$ cat src/rtl/vga_timing_pkg.sv
// vga_timing_pkg: 640x480@60 timing constants shared by the VGA sync generator
package vga_timing_pkg;
  localparam int VGA_H_ACTIVE = 640;
  localparam int VGA_H_FP = 16;
  localparam int VGA_H_SYNC = 96;
  localparam int VGA_H_BP = 48;
  localparam int VGA_V_ACTIVE = 480;
  localparam int VGA_V_FP = 10;
  localparam int VGA_V_SYNC = 2;
  localparam int VGA_V_BP = 33;
  localparam bit VGA_SYNC_POL = 1'b0;
  localparam int VGA_CNT_W = 10;
  localparam int VGA_H_TOTAL = VGA_H_ACTIVE + VGA_H_FP + VGA_H_SYNC + VGA_H_BP;
  localparam int VGA_V_TOTAL = VGA_V_ACTIVE + VGA_V_FP + VGA_V_SYNC + VGA_V_BP;
  localparam int VGA_HS_START = VGA_H_ACTIVE + VGA_H_FP;
  localparam int VGA_HS_END = VGA_HS_START + VGA_H_SYNC;
  localparam int VGA_VS_START = VGA_V_ACTIVE + VGA_V_FP;
  localparam int VGA_VS_END = VGA_VS_START + VGA_V_SYNC;
endpackage

$ cat src/rtl/mod_counter.sv
// mod_counter: enabled modulo counter; en/clk_in/rst in, count, next_count and wrap (en at MODULUS-1) out
module mod_counter #(
  parameter int unsigned MODULUS = 800,
  parameter int unsigned WIDTH = 10,
  parameter logic [WIDTH-1:0] RESET_VAL = WIDTH'(MODULUS - 1)
) (
  input  logic             clk_in,
  input  logic             rst,
  input  logic             en,
  output logic [WIDTH-1:0] count,
  output logic [WIDTH-1:0] next_count,
  output logic             wrap
);
  logic [WIDTH-1:0] count_q;
  assign count = count_q;
  assign wrap = en && (count_q == WIDTH'(MODULUS - 1));
  assign next_count = wrap ? '0 : en ? count_q + WIDTH'(1) : count_q;
  always_ff @(posedge clk_in) count_q <= rst ? RESET_VAL : next_count;
endmodule

$ cat src/rtl/vga_sync_gen.sv
// vga_sync_gen: VGA timing from pix_en; outputs hsync/vsync/video_on/pixel_x/pixel_y/frame_start, all registered
module vga_sync_gen
  import vga_timing_pkg::*;
#(
  parameter int H_ACTIVE = VGA_H_ACTIVE,
  parameter int H_FP = VGA_H_FP,
  parameter int H_SYNC = VGA_H_SYNC,
  parameter int H_BP = VGA_H_BP,
  parameter int V_ACTIVE = VGA_V_ACTIVE,
  parameter int V_FP = VGA_V_FP,
  parameter int V_SYNC = VGA_V_SYNC,
  parameter int V_BP = VGA_V_BP,
  parameter bit SYNC_POL = VGA_SYNC_POL,
  parameter int CNT_W = VGA_CNT_W
) (
  input  logic             clk_in,
  input  logic             rst,
  input  logic             pix_en,
  output logic             hsync,
  output logic             vsync,
  output logic             video_on,
  output logic [CNT_W-1:0] pixel_x,
  output logic [CNT_W-1:0] pixel_y,
  output logic             frame_start
);
  localparam int H_TOTAL = H_ACTIVE + H_FP + H_SYNC + H_BP;
  localparam int V_TOTAL = V_ACTIVE + V_FP + V_SYNC + V_BP;
  localparam logic [CNT_W-1:0] H_ACT = CNT_W'(H_ACTIVE);
  localparam logic [CNT_W-1:0] V_ACT = CNT_W'(V_ACTIVE);
  localparam logic [CNT_W-1:0] HS_S = CNT_W'(H_ACTIVE + H_FP);
  localparam logic [CNT_W-1:0] HS_E = CNT_W'(H_ACTIVE + H_FP + H_SYNC);
  localparam logic [CNT_W-1:0] VS_S = CNT_W'(V_ACTIVE + V_FP);
  localparam logic [CNT_W-1:0] VS_E = CNT_W'(V_ACTIVE + V_FP + V_SYNC);
  logic [CNT_W-1:0] h_d, v_d;
  logic h_wrap, v_wrap;
  logic hsync_q, vsync_q, video_on_q, frame_start_q;
  mod_counter #(.MODULUS(H_TOTAL), .WIDTH(CNT_W), .RESET_VAL(CNT_W'(H_TOTAL - 1))) u_h (
    .clk_in, .rst, .en(pix_en), .count(pixel_x), .next_count(h_d), .wrap(h_wrap)
  );
  mod_counter #(.MODULUS(V_TOTAL), .WIDTH(CNT_W), .RESET_VAL(CNT_W'(V_TOTAL - 1))) u_v (
    .clk_in, .rst, .en(h_wrap), .count(pixel_y), .next_count(v_d), .wrap(v_wrap)
  );
  // decoding the next-state counts keeps every output aligned with pixel_x/pixel_y
  always_ff @(posedge clk_in) begin
    if (rst) begin
      hsync_q <= ~SYNC_POL;
      vsync_q <= ~SYNC_POL;
      video_on_q <= 1'b0;
      frame_start_q <= 1'b0;
    end else begin
      hsync_q <= (h_d >= HS_S && h_d < HS_E) ? SYNC_POL : ~SYNC_POL;
      vsync_q <= (v_d >= VS_S && v_d < VS_E) ? SYNC_POL : ~SYNC_POL;
      video_on_q <= (h_d < H_ACT) && (v_d < V_ACT);
      frame_start_q <= h_wrap && v_wrap;
    end
  end
  assign hsync = hsync_q;
  assign vsync = vsync_q;
  assign video_on = video_on_q;
  assign frame_start = frame_start_q;
endmodule

$ cat config.mk
export PLATFORM = sky130hd
export DESIGN_NAME = vga_sync_gen
export DESIGN_NICKNAME = d
export VERILOG_FILES = /design/src/rtl/vga_timing_pkg.sv /design/src/rtl/mod_counter.sv /design/src/rtl/vga_sync_gen.sv
export SDC_FILE = /design/constraint.sdc
export NUM_CORES = 1
export LEC_CHECK = 0
export CORE_MARGIN = 2
export CORE_UTILIZATION = 40
export CTS_CLUSTER_DIAMETER = 120
export CTS_CLUSTER_SIZE = 10
export DETAILED_ROUTE_END_ITERATION = 10
export PLACE_DENSITY = 0.72
export SETUP_SLACK_MARGIN = 0.15
export SYNTH_ARGS = -nofsm -noshare
export SYNTH_HDL_FRONTEND = slang
export SYNTH_SLANG_ARGS = --single-unit
$ cat constraint.sdc
create_clock -name clk_in -period 5.9 [get_ports clk_in]
set_input_delay 0.59 -clock clk_in [delete_from_list [all_inputs] [get_ports clk_in]]
set_output_delay 0.59 -clock clk_in [all_outputs]
set_load 0.01 [all_outputs]
==> results.txt <==
R2r setup slk: 3.43 ns
Detailed Route WL: 2560 um
Global route overflow: 0
Vias in the first global route: 1001
Largest family of logic cells by synthesized area: simple AND/OR/NAND/NOR gates
First-pass iteration count of the detailed router: 8
Synth Area in Simple Gates: 27.6%
Clk root buf: clkbuf_4
Ys flop type: dfxtp_1
Final period util: 46.2%
Asr flop ratio synth: 0%
Critical setup path kind: in -> reg
Power per cell area: 397 mW/mm^2
Worst Skew: 0.0100 ns
Antenna-violating nets left: 0
# nets final: 162
Tot GR Track Use: 16.7%
Ports: 27
Initial antenna violation count: 0
Register area share after synthesis: 40.0%
Detailed Place HPWL: 1930 um
RSZ-0062 raised after global routing: no
Placer Congestion: 0.778
Syn Area/Cell: 9.11 sq um
Worst Tran Pin Value: 0.823 ns
Post-CTS Hold Buffers: 0
DRC viols: 2
CTS tree: yes
Sum Neg Setup Slack: 0 ns
Post-synth net total: 138
Met3 WL: 135 um
First-pass GRT wire length: 4460 um
Hold Path Class: reg -> reg
Synth Area in Adders: 3.12%
Clock Sinks: 24
Crit-path max FO: 18
Leading cell types in the layout, fill and taps excluded: clkdlybuf4s50_1, dfxtp_1, nor2_1
Max-Cap Viols: 0
Chip height: 58.8 um
Post-route minimum period: 2.72 ns
Final setup vio count: 0
Critical path origin: pix_en
Initial Util: 42.9%
H-tree depth: 1
Final slew viol count: 0
Peak supply drop: 218 uV
Worst Path Required: 6.11 ns
Bufs on Longest Clock Path: 2
Core ar.: 0.00281 sq mm
Overall power of the completed layout: 0.600 mW
Number of distinct library cells after synthesis: 31
Die W: 58.8 um
Slew HR: 44.7%
Warnings, synthesis: 0
Worst R2R Start: u_h.count[0]$_SDFF_PP1_
Starting DRT DRC Count: 55
Failing checks: DRC
Reg-to-reg endpoint: vsync$_SDFF_PP1_
Gate Count Post-Synth: 132
R2R cell count: 7
Yosys reg bits: 24
Post-Syn Area: 0.00120 sq mm
Pin count of the biggest net entering global routing: 19
Clock-pin slew on the worst setup and hold paths: 0.14 ns
Critical path cell sequence: clkdlybuf4s50_1, nand3_1, nor4_4, nand3_1, xor2_1, nor4_2, nand4_1
Diodes inserted: 0
Metal1 wirelength: 1110 um
# fillers: 281
Die Area: 0.00346 sq mm
Compound-Gate Fraction of Synth Area: 12.0%
Post-detailed-route wirelength per cell: 13.8 um
Crit-path most repeated cell: nand3_1
Status: complete, but fails checks
Portion of netlist area occupied by mux cells: 1.66%
Layout cells sized above 1: 5.16%
CP max stage cell: nor4_4
Syn-to-layout area delta: 25.8%
Post-synth EDFFs: 0
Crit path DAT: 2.94 ns
Vias per cell: 5.48
Critical Path Start Type: primary input
Setup crit end kind: flop
Post_cts resized: 0
End of the critical path: vsync$_SDFF_PP1_
Xor/xnor share of the synthesized area: 11.7%
Fmax: 0.367 GHz
Delay of the slowest critical-path stage: 0.73 ns
Top layer in use: met4
Vias: 1019
Leading cell type in the layout, fill and taps excluded: clkdlybuf4s50_1
Lkg Pwr: 0.587 nW
Metal2 WL: 1310 um
TritonCTS buffer count: 3
I/O Buffers: 26
Post-CTS Setup Inserts: 0
Clk_lat worst skew: 0.32 ns
Final hold vios: 0
# rows: 19
-- routing by layer --
metal | GRT usage (%) | vias up
li1 | - | 508
met4 | 1.95 | 0
met1 | 20.8 | 474
met3 | 3.96 | 2
met2 | 30.0 | 35
met5 | 0 | -
-- stage by stage --
step                hold WS (ns)  utilization, %  instance area, sq um  cells  worst slack, ns
finish                     0.561            53.9                  1510    186             3.18
detailed placement         0.546            52.1                  1460    182             2.81
floorplan                  0.542               -                  1200    132             3.81
global route               0.614            53.9                  1510    186             2.85
CTS                        0.566            53.9                  1510    186             3.17
global placement           0.520            52.1                  1460    182             2.91
-- cells in the mapped netlist, types with 2 or more instances --
library cell / n / area (sq um)
nand2b_1: 3 / 18.8
xnor2_1: 5 / 43.8
nor2b_1: 3 / 18.8
nor2_1: 12 / 45.0
clkbuf_1: 2 / 7.51
inv_1: 2 / 7.51
nor3_1: 7 / 35.0
dfxtp_1: 24 / 480
nand2_1: 10 / 37.5
mux2i_1: 2 / 20.0
buf_2: 3 / 15.0
a21oi_1: 6 / 30.0
and3_1: 4 / 25.0
xor2_1: 11 / 96.3
nand3_1: 5 / 25.0
o21bai_1: 10 / 75.1
ha_1: 3 / 37.5
nand4_1: 7 / 43.8
-- worst max-delay path, delay by kind of cell --
family	cells	cell delay [ns]
and+or+nand+nor	5	1.55
xor gates and xnor gates	1	0.20
buffers and inverters	1	0.59
-- area by class of cell --
cell class	instances	area (sq um)	area share, %
Clock buffer	3	22.5	1.49
Tap cell	31	38.8	2.56
Inverter	2	7.51	0.496
Multi-Input combinational cell	99	673	44.5
Clock inverter	1	30.0	1.99
Sequential cell	24	480	31.8
Timing Repair Buffer	26	260	17.2
-- worst min-delay path by stage --
stage	start	endpoint	depth (start not counted)
2_1_floorplan	u_v.count[1]$_SDFF_PP0_	u_v.count[1]$_SDFF_PP0_	2
3_3_place_gp	u_v.count[1]$_SDFF_PP0_	u_v.count[1]$_SDFF_PP0_	2
3_5_place_dp	u_v.count[1]$_SDFF_PP0_	u_v.count[1]$_SDFF_PP0_	2
4_1_cts	u_v.count[1]$_SDFF_PP0_	u_v.count[1]$_SDFF_PP0_	2
5_1_grt	u_v.count[0]$_SDFF_PP0_	u_v.count[0]$_SDFF_PP0_	2
6_report	u_v.count[1]$_SDFF_PP0_	u_v.count[1]$_SDFF_PP0_	2
-- logic make-up (layout without fill, tap and decap cells) --
family,Yosys count,after routing
AOI/OAI and AO/OA,21,21
xor gates and xnor gates,16,16
adders and majority gates,3,3
buffers and inverters,9,32
DFF,24,24
muxes,2,2
and+or+nand+nor,57,57
-- power breakdown --
group	switching [mW]	internal [mW]	leakage, nW
sequential	0.0443	0.193	0.196
clock	0.0522	0.0687	0.0279
combinational	0.121	0.121	0.363
-- state kept, by name, summed over array words and instances, names as in the netlist --
register     count
u_v.count       10
u_h.count       10
hsync            1
vsync            1
frame_start      1
video_on         1
No activity file was read; power rests on OpenSTA's default activity.
==> RTL change: new RTL, config.mk and constraints unchanged <==
Set the package constant `VGA_SYNC_POL` to 1'b1 (it was 1'b0).
--- a/src/rtl/vga_timing_pkg.sv
+++ b/src/rtl/vga_timing_pkg.sv
@@ -8,7 +8,7 @@
   localparam int VGA_V_FP = 10;
   localparam int VGA_V_SYNC = 2;
   localparam int VGA_V_BP = 33;
-  localparam bit VGA_SYNC_POL = 1'b0;
+  localparam bit VGA_SYNC_POL = 1'b1;
   localparam int VGA_CNT_W = 10;
   localparam int VGA_H_TOTAL = VGA_H_ACTIVE + VGA_H_FP + VGA_H_SYNC + VGA_H_BP;
   localparam int VGA_V_TOTAL = VGA_V_ACTIVE + VGA_V_FP + VGA_V_SYNC + VGA_V_BP;
Check against the original RTL: not equivalent (a bounded check fails within 4 cycles, from zero or initial values and one cycle with rst high).
==> RTL change against the unedited design <==
Critical path type unchanged. Routed wire length rose by 32%. First-iteration DRC count rose by 51%. Worst setup slack improved by 0.21 ns. Clock power fell by 24%. Sequential cell count did not move. Cell area rose by 14%. Synthesized area rose by 17%. Critical path depth did not move. Global-route usage rose by 0.75 points. Clock skew fell by 0.0056 ns. Count of clock-buffer cells in the layout rose by 1. Total power rose by 2.3%.
==> RTL change: results (changes against the unedited design) <==
metric;value;unit;change
min Tclk post-route;2.512;ns;-0.2114 ns
Worst VDD drop;0.1640;mV;-25%
mean post-synth cell area;8.213;µm²;-9.8%
met2 GRT Util;27.63;%;-2.4 points
critical path's slowest cell;clkdlybuf4s50_1;;
sequential-to-total area share from yosys stat;34.01;%;-5.9 points
status;finished clean;;
post-place setup slack;3.096;ns;+0.2869 ns
HPWL after DPL;2.462;mm;+27%
Hold Path Sink;u_v.count[5]$_SDFF_PP0_;;
Tot GR Track Use;17.45;%;+0.75 points
largest net degree at the start of global routing;18;;-1
Unique masters post-synth;45;;+45%
Max Fanout on Critical Path;17;;-1
grt met3 use;1.786;%;-2.2 points
measured slew at the worst slew-check pin;0.4738;ns;-0.3495 ns
LEAKAGE;0.6063;nW;+3.3%
Total Wirelength;3.384;mm;+32%
top post-synthesis cells by area;dfxtp_1 (34%), nand4_1 (4.9%), xnor2_1 (4.3%);;
met1 global-route usage;24.23;%;+3.4 points
layout net count;198;;+22%
Clock Skew;0.004479;ns;-0.005563 ns
syn nets;178;;+29%
routed vias;1358;;+33%
slowest cell delay on critical path;0.60;ns;-0.13 ns
layout cell share with drive strength beyond 1;6.283;%;+1.1 points
RTL change: per-stage QoR:
step	hold slack (ns)	instance area, µm²
after global placement	0.5631	1683
after CTS	0.6009	1719
after floorplan	0.5426	1413
final	0.6071	1719
after global routing	0.6357	1719
after detailed placement	0.5849	1683
RTL change: worst max-delay path, delay by kind of cell:
family | cells | cell delay, ns
AND/OR/NAND/NOR | 4 | 1.13
buffers and inverters | 2 | 0.89
AO/OA/AOI/OAI | 1 | 0.11
RTL change: area by class of cell:
type | instances | area [µm²] | area share, %
Sequential cell | 24 | 480.5 | 27.95
Inverter | 7 | 26.28 | 1.528
Multi-Input combinational cell | 129 | 850.8 | 49.49
Timing Repair Buffer | 27 | 267.8 | 15.57
Clock buffer | 4 | 36.28 | 2.111
Tap cell | 46 | 57.56 | 3.348
RTL change: where the power goes:
part	leakage, nW	total (mW)	switching, mW	internal (mW)
clock	0.0210	0.0917	0.0539	0.0378
sequential	0.196	0.252	0.0598	0.192
combinational	0.390	0.270	0.137	0.133
total	0.606	0.614	0.251	0.363
RTL change: per-layer routing:
metal  up-vias  wire length, µm
met3         5              152
li1        668                -
met1       640             1669
met4         0               49
met2        45             1512
met5         -                0
RTL change: logic make-up (layout without fill, tap and decap cells):
logic type	Yosys count	after routing	share of synthesized area (%)
mux	2	2	1.417
simple gates	75	75	31.09
flops	24	24	34.01
xor+xnor	13	13	8.060
fa+ha+maj	3	3	2.658
buf+inv	19	38	6.201
compound gates	36	36	16.56
